<file path="src/rtl/dac_play_ctrl.sv">
`default_nettype none
// ============================================================================
// Module  : dac_play_ctrl
// Brief   : I2S lock qualification, soft-ramped gain and PCM/DSD switch sequencing
// Rev     : 1.0
// ============================================================================
module dac_play_ctrl #(
    parameter int                GAIN_W        = 16,
    parameter logic [GAIN_W-1:0] RAMP_STEP     = 'h0800,
    parameter int                LOCK_FRAMES   = 16,
    parameter int                LOSS_TIMEOUT  = 4096,
    parameter int                SWITCH_CYCLES = 64
) (
    input  logic              clk_i,
    input  logic              rst_ni,
    input  logic              data_l_stb_i,
    input  logic              data_r_stb_i,
    input  logic              dsd_oe_i,
    input  logic              mute_req_i,
    input  logic              ramp_stb_i,
    output logic [GAIN_W-1:0] gain_o,
    output logic              dsd_sel_o,
    output logic              dsm_rst_o,
    output logic              locked_o,
    output logic [2:0]        state_o
);
    localparam int FC_W = $clog2(LOCK_FRAMES + 1);
    localparam int WD_W = $clog2(LOSS_TIMEOUT + 1);
    localparam int SW_W = $clog2(SWITCH_CYCLES + 1);
    localparam logic [FC_W-1:0]   C_LOCK_FRAMES = FC_W'(LOCK_FRAMES);
    localparam logic [WD_W-1:0]   C_WD_LAST     = WD_W'(LOSS_TIMEOUT - 1);
    localparam logic [SW_W-1:0]   C_SW_LAST     = SW_W'(SWITCH_CYCLES - 1);
    localparam logic [GAIN_W:0]   C_UNITY_W     = (GAIN_W+1)'(1) << (GAIN_W - 1);
    localparam logic [GAIN_W-1:0] C_UNITY       = C_UNITY_W[GAIN_W-1:0];

    typedef enum logic [2:0] {
        S_IDLE      = 3'd0,
        S_RAMP_UP   = 3'd1,
        S_RUN       = 3'd2,
        S_RAMP_DOWN = 3'd3,
        S_SWITCH    = 3'd4
    } state_t;

    state_t            r_state;
    logic [1:0]        r_sync;
    logic [GAIN_W-1:0] r_gain;
    logic              r_dsd_sel;
    logic              r_dsm_rst;
    logic              r_locked;
    logic [FC_W-1:0]   r_frame_cnt;
    logic              r_l_pend;
    logic [WD_W-1:0]   r_wd_cnt;
    logic [SW_W-1:0]   r_sw_cnt;

    state_t            w_state_nxt;
    logic              w_mode_req;
    logic              w_mismatch;
    logic [GAIN_W-1:0] w_gain_nxt;
    logic              w_dsd_sel_nxt;
    logic              w_dsm_rst_nxt;
    logic [SW_W-1:0]   w_sw_cnt_nxt;
    logic              w_enter_sw;
    logic [GAIN_W:0]   w_gain_up;
    logic [GAIN_W:0]   w_gain_dn;
    logic [GAIN_W-1:0] w_up_sat;
    logic [GAIN_W-1:0] w_dn_sat;
    logic [FC_W-1:0]   w_frame_nxt;
    logic              w_l_pend_nxt;
    logic [WD_W-1:0]   w_wd_nxt;
    logic              w_timeout;
    logic              w_locked_nxt;

    assign w_mode_req = r_sync[1];
    assign w_mismatch = w_mode_req != r_dsd_sel;

    // One bit of headroom so the clamp sees overflow/underflow instead of a wrap
    assign w_gain_up = {1'b0, r_gain} + {1'b0, RAMP_STEP};
    assign w_gain_dn = {1'b0, r_gain} - {1'b0, RAMP_STEP};
    assign w_up_sat  = (w_gain_up >= C_UNITY_W) ? C_UNITY : w_gain_up[GAIN_W-1:0];
    assign w_dn_sat  = w_gain_dn[GAIN_W] ? '0 : w_gain_dn[GAIN_W-1:0];

    always_comb begin
        w_state_nxt   = r_state;
        w_gain_nxt    = r_gain;
        w_dsm_rst_nxt = 1'b0;
        w_sw_cnt_nxt  = '0;
        case (r_state)
            S_IDLE: begin
                w_gain_nxt = '0;
                if (w_mismatch)                     w_state_nxt = S_SWITCH;
                else if (r_locked && !mute_req_i)   w_state_nxt = S_RAMP_UP;
            end
            S_RAMP_UP: begin
                if (!r_locked) begin
                    w_state_nxt = S_IDLE;
                    w_gain_nxt  = '0;
                end else if (mute_req_i || w_mismatch) begin
                    w_state_nxt = S_RAMP_DOWN;
                end else if (ramp_stb_i) begin
                    w_gain_nxt = w_up_sat;
                    if (w_up_sat == C_UNITY) w_state_nxt = S_RUN;
                end
            end
            S_RUN: begin
                w_gain_nxt = C_UNITY;
                if (!r_locked) begin
                    w_state_nxt = S_IDLE;
                    w_gain_nxt  = '0;
                end else if (mute_req_i || w_mismatch) begin
                    w_state_nxt = S_RAMP_DOWN;
                end
            end
            S_RAMP_DOWN: begin
                if (!r_locked) begin
                    w_state_nxt = S_IDLE;
                    w_gain_nxt  = '0;
                end else if (ramp_stb_i) begin
                    w_gain_nxt = w_dn_sat;
                    if (w_dn_sat == '0) w_state_nxt = w_mismatch ? S_SWITCH : S_IDLE;
                end else if (!mute_req_i && !w_mismatch) begin
                    w_state_nxt = S_RAMP_UP;
                end
            end
            S_SWITCH: begin
                w_gain_nxt = '0;
                if (r_sw_cnt == C_SW_LAST) begin
                    w_state_nxt = S_IDLE;
                end else begin
                    w_dsm_rst_nxt = 1'b1;
                    w_sw_cnt_nxt  = r_sw_cnt + 1'b1;
                end
            end
            default: begin
                w_state_nxt = S_IDLE;
                w_gain_nxt  = '0;
            end
        endcase
        if (w_state_nxt == S_SWITCH) w_dsm_rst_nxt = 1'b1;
    end

    assign w_enter_sw    = (w_state_nxt == S_SWITCH) && (r_state != S_SWITCH);
    assign w_dsd_sel_nxt = w_enter_sw ? w_mode_req : r_dsd_sel;

    // A right strobe closes the pending left before a coincident left re-arms it
    always_comb begin
        w_frame_nxt  = r_frame_cnt;
        w_l_pend_nxt = r_l_pend;
        w_timeout    = 1'b0;
        w_wd_nxt     = r_wd_cnt + 1'b1;
        if (data_l_stb_i || data_r_stb_i) begin
            w_wd_nxt = '0;
        end else if (r_wd_cnt == C_WD_LAST) begin
            w_timeout = 1'b1;
            w_wd_nxt  = '0;
        end
        if (data_r_stb_i) begin
            if (!r_l_pend)                          w_frame_nxt = '0;
            else if (r_frame_cnt != C_LOCK_FRAMES)  w_frame_nxt = r_frame_cnt + 1'b1;
            w_l_pend_nxt = 1'b0;
        end
        if (data_l_stb_i) w_l_pend_nxt = 1'b1;
        if (w_timeout || w_enter_sw || w_dsd_sel_nxt) begin
            w_frame_nxt  = '0;
            w_l_pend_nxt = 1'b0;
            w_wd_nxt     = '0;
        end
        w_locked_nxt = w_dsd_sel_nxt || (w_frame_nxt == C_LOCK_FRAMES);
    end

    always_ff @(posedge clk_i or negedge rst_ni) begin
        if (!rst_ni) begin
            r_state     <= S_IDLE;
            r_sync      <= '0;
            r_gain      <= '0;
            r_dsd_sel   <= 1'b0;
            r_dsm_rst   <= 1'b1;
            r_locked    <= 1'b0;
            r_frame_cnt <= '0;
            r_l_pend    <= 1'b0;
            r_wd_cnt    <= '0;
            r_sw_cnt    <= '0;
        end else begin
            r_state     <= w_state_nxt;
            r_sync      <= {r_sync[0], dsd_oe_i};
            r_gain      <= w_gain_nxt;
            r_dsd_sel   <= w_dsd_sel_nxt;
            r_dsm_rst   <= w_dsm_rst_nxt;
            r_locked    <= w_locked_nxt;
            r_frame_cnt <= w_frame_nxt;
            r_l_pend    <= w_l_pend_nxt;
            r_wd_cnt    <= w_wd_nxt;
            r_sw_cnt    <= w_sw_cnt_nxt;
        end
    end

    assign gain_o    = r_gain;
    assign dsd_sel_o = r_dsd_sel;
    assign dsm_rst_o = r_dsm_rst;
    assign locked_o  = r_locked;
    assign state_o   = r_state;

endmodule
`default_nettype wire
</file>
<file path="config.mk">
export PLATFORM = sky130hd
export DESIGN_NAME = dac_play_ctrl
export DESIGN_NICKNAME = d
export VERILOG_FILES = /design/src/rtl/dac_play_ctrl.sv
export SDC_FILE = /design/constraint.sdc
export NUM_CORES = 1
export LEC_CHECK = 0
export ABC_AREA = 1
export CAP_MARGIN = 20
export CORE_ASPECT_RATIO = 1.5
export CORE_MARGIN = 5
export CORE_UTILIZATION = 56
export CTS_BUF_LIST = sky130_fd_sc_hd__clkbuf_16
export CTS_CLUSTER_DIAMETER = 200
export CTS_CLUSTER_SIZE = 40
export DETAILED_ROUTE_END_ITERATION = 10
export PLACE_DENSITY = 0.82
export SYNTH_ARGS = -nofsm -noshare
export SYNTH_HDL_FRONTEND = slang
export SYNTH_SLANG_ARGS = --single-unit
</file>
<file path="constraint.sdc">
create_clock -name clk_i -period 2.3 [get_ports clk_i]
set_input_delay 0.46 -clock clk_i [delete_from_list [all_inputs] [get_ports clk_i]]
set_output_delay 0.46 -clock clk_i [all_outputs]
set_load 0.005 [all_outputs]
</file>
==> flow_summary_export.csv <==
group,metric,value,unit
global_route,grt_overflow,0,
global_route,grt_antenna_before_repair,0,
sta,fin_crit,2.11,ns
route,vias_per_cell,5.41,
sta,hold_violations,0,
global_route,grt_use_met1,20.6,%
power_and_ir_drop,power_leakage,1.53,nW
global_route,grt_max_degree,38,
worst_setup_path,cp.required,2.50,ns
route,dr.pass1.iters,4,
sta,setup_viol,0,
floorplanning,ios,29,
yosys,ys.flop_type,"dfrtp_1",
route,finalWirelength,5.45,mm
worst_setup_path,reg2regPathDepth,17,
final_layout,num-fill-cells,341,
final_layout,diodes,0,
clocking,clkTransAtPathRegs,0.07,ns
worst_setup_path,crit_top_cell,"nand2_1",
route,ant_nets,0,
sta,finalMaxSlewViolations,0,
sta,rsz0062_at_grt,"no",
yosys,synth_common_cells,"54 x nand2_1, 49 x dfrtp_1, 49 x inv_1, 33 x nor2_1, 19 x o21ai_0",
clocking,cts_tree,"yes",
floorplanning,dieArea,6080,µm²
floorplanning,rows,30,
worst_setup_path,cp.arrival,2.31,ns
yosys,yosys_warnings,0,
global_route,track_usage,18.9,%
sta,timing.setup.tns,0,ns
placement,gp_congestion,0.846,
global_route,grt_pass1_wl,9.06,mm
sta,relSlewSlack,48.1,%
floorplanning,chipHeight,93.0,µm
yosys,syn_area,2570,µm²
global_route,top_usage_layer,"met2",
worst_setup_path,crit_slowest_cell,"dfrtp_1",
yosys,syn_inst,304,
route,route.detailed.wl_per_inst,13.7,µm
clocking,clk_path_buf_depth,2,
floorplanning,die_w,65.3,µm
yosys,synth_edf_count,0,
final_layout,num-nets-final,362,
yosys,synth.area.top_cells,"dfrtp_1 48%, nand2_1 7.9%, inv_1 7.1%, nor2_1 4.8%, o21ai_0 3.7%",
power_and_ir_drop,p_per_area,840,nW/µm²
floorplanning,initial_core_util,57.1,%
yosys,synth_area_per_cell,8.46,µm²
worst_setup_path,worstSetupStartpointType,"flip-flop",
route,num_vias,2152,
yosys,yosysUniqueCellTypes,35,
clocking,clk_latency,0.29,ns
yosys,synth_nets,317,
sta,skew,0.00473,ns
final_layout,multiInputGateArea,1150,µm²
worst_setup_path,reg2reg_setup_slack,0.19,ns
final_layout,layout-drive-gt1-share,15.1,%
worst_setup_path,path_cells,"inv_2, ha_4, inv_1, nor2_1, nand2_1, nor2_1, nand2_1, nand2_1, nand3_1, nand3_1, nand2_1, nand2_2, nand2_4, nand2_4, nand3_4, buf_4, nor3_1",
yosys,synth-seq-cells,50,
worst_setup_path,cp-endpoint,"r_wd_cnt[3]",
route,drt_iter0_drc,152,
placement,dp_hpwl,3.82,mm
sta,tightest_slew,0.779,ns
worst_setup_path,path_max_fanout,6,
global_route,grtUsageMet2,34.9,%
yosys,async_flop_share,100,%
clocking,cts_max_level,2,
final_layout,area_delta_synth_final,23.5,%
hold_path,hold_path.class,"in2async",
worst_setup_path,r2r-start,"gain_o[12]",
sta,holdWs,0.241,ns
sta,clock.fmax,474,MHz
worst_setup_path,critPathMaxStageDelay,0.38,ns
clocking,cts_buffers,5,
clocking,clock_sinks,50,
worst_setup_path,rr_endpoint,"r_wd_cnt[3]",
outcome,status,"complete, no violations",
worst_setup_path,path_class,"reg2reg",
sta,final.period_utilization,91.8,%
yosys,ys_seq_area_share,48.7,%
yosys,synth.most_common_cell,"nand2_1",
floorplanning,core-area,4500,µm²
global_route,met3_usage,4.09,%
yosys,synth_top_cell_by_area,"dfrtp_1",
worst_setup_path,worst_setup_path_end_kind,"flip-flop",
power_and_ir_drop,peakVddDrop,607,µV
worst_setup_path,startpoint,"gain_o[12]",
placement,io_buffer_count,28,
final_layout,ff_latch_area,1250,µm²
route,route.detailed.drc,0,
global_route,first_global_vias,2144,
clocking,clockRootBuffer,"clkbuf_16",
yosys,synth_top_area_share,47.7,%
job,max_cap_viol_count,0,
==> area by class of cell <==
class                           count  share of cell area (%)
Clock inverter                      3                   0.669
Inverter                           50                    5.91
Timing Repair Buffer               41                    11.9
Multi-Input combinational cell    201                    36.3
Clock buffer                        5                    3.94
Tap cell                           48                    1.89
Sequential cell                    50                    39.4
==> layer usage <==
layer | up-vias | share of wire, %
met4 | 0 | 2.5
met1 | 1032 | 39
met2 | 37 | 55
met3 | 16 | 3.0
li1 | 1067 | -
met5 | - | 0
==> critical path: cells and delay by family (launching register included) <==
family	cells	cell delay [ns]
adder cells (fa/ha/maj)	1	0.27
buffers and inverters	3	0.30
flip-flops	1	0.38
AND/OR/NAND/NOR	13	1.06
==> timing repair <==
item | 4_1_cts | 5_1_grt
resized for setup | 0 | 10
endpoints found under the setup margin | 1 | 18
hold buffers | 0 | 0
gates cloned | 0 | 1
setup buffers | 4 | 4
==> state kept, by name, summed over array words and instances, names as in the netlist <==
register	count
locked_o	1
r_sync	2
r_sw_cnt	7
gain_o	16
state_o	3
r_frame_cnt	5
r_wd_cnt	13
dsm_rst_o	1
dsd_sel_o	1
r_l_pend	1
==> worst min-delay path by stage <==
stage	from	endpoint	slack [ns]	cells past startpoint
detailed placement	r_sync[0]	r_sync[1]	0.35	0
CTS	rst_ni	gain_o[6]	0.28	1
floorplan	rst_ni	dsd_sel_o	0.16	0
global route	rst_ni	gain_o[6]	0.32	1
finish	rst_ni	gain_o[6]	0.24	1
global placement	r_sync[0]	r_sync[1]	0.35	0
==> cell usage in the layout (no fill, tap or decap), drive strengths merged <==
cell	count
nor3	17
clkinvlp	1
a31oi	1
o2111ai	3
xnor2	7
o22ai	3
o211ai	2
xor2	7
clkdlybuf4s50	27
clkinv	2
and3	1
nor2	38
nand3	21
o21ai	20
inv	50
dfrtp	49
nand2	59
nor3b	1
dfstp	1
nand4	1
buf	14
ha	6
nor4	2
a211o	1
o31ai	1
clkbuf	5
a21oi	10
==> stage by stage <==
stage / setup WS [ns] / utilization (%) / power [mW] / std cells / area, µm²
2_1_floorplan: 0.289 / - / 1.55 / 304 / 2570
3_3_place_gp: 0.139 / 64.9 / 1.74 / 381 / 2920
3_5_place_dp: 0.0207 / 64.9 / 1.76 / 381 / 2920
4_1_cts: 0.0942 / 68.8 / 2.56 / 393 / 3100
5_1_grt: 0.00585 / 70.6 / 2.81 / 398 / 3180
6_report: 0.189 / 70.6 / 2.67 / 398 / 3180
==> report_power, final <==
part / leakage (nW) / switching, mW / internal (mW)
clock network: 0.0698 / 0.320 / 0.403
logic: 0.786 / 0.517 / 0.360
registers: 0.676 / 0.0906 / 0.979
total: 1.53 / 0.928 / 1.74
==> logic make-up after synthesis <==
family / count (synthesis) / share of synthesized area (%)
DFF: 50 / 48.7
adders and majority gates: 6 / 2.92
and+or+nand+nor: 139 / 26.1
xor gates and xnor gates: 14 / 4.77
AOI/OAI and AO/OA: 41 / 9.34
buffers and inverters: 54 / 8.22
No activity file was read; power rests on OpenSTA's default activity.
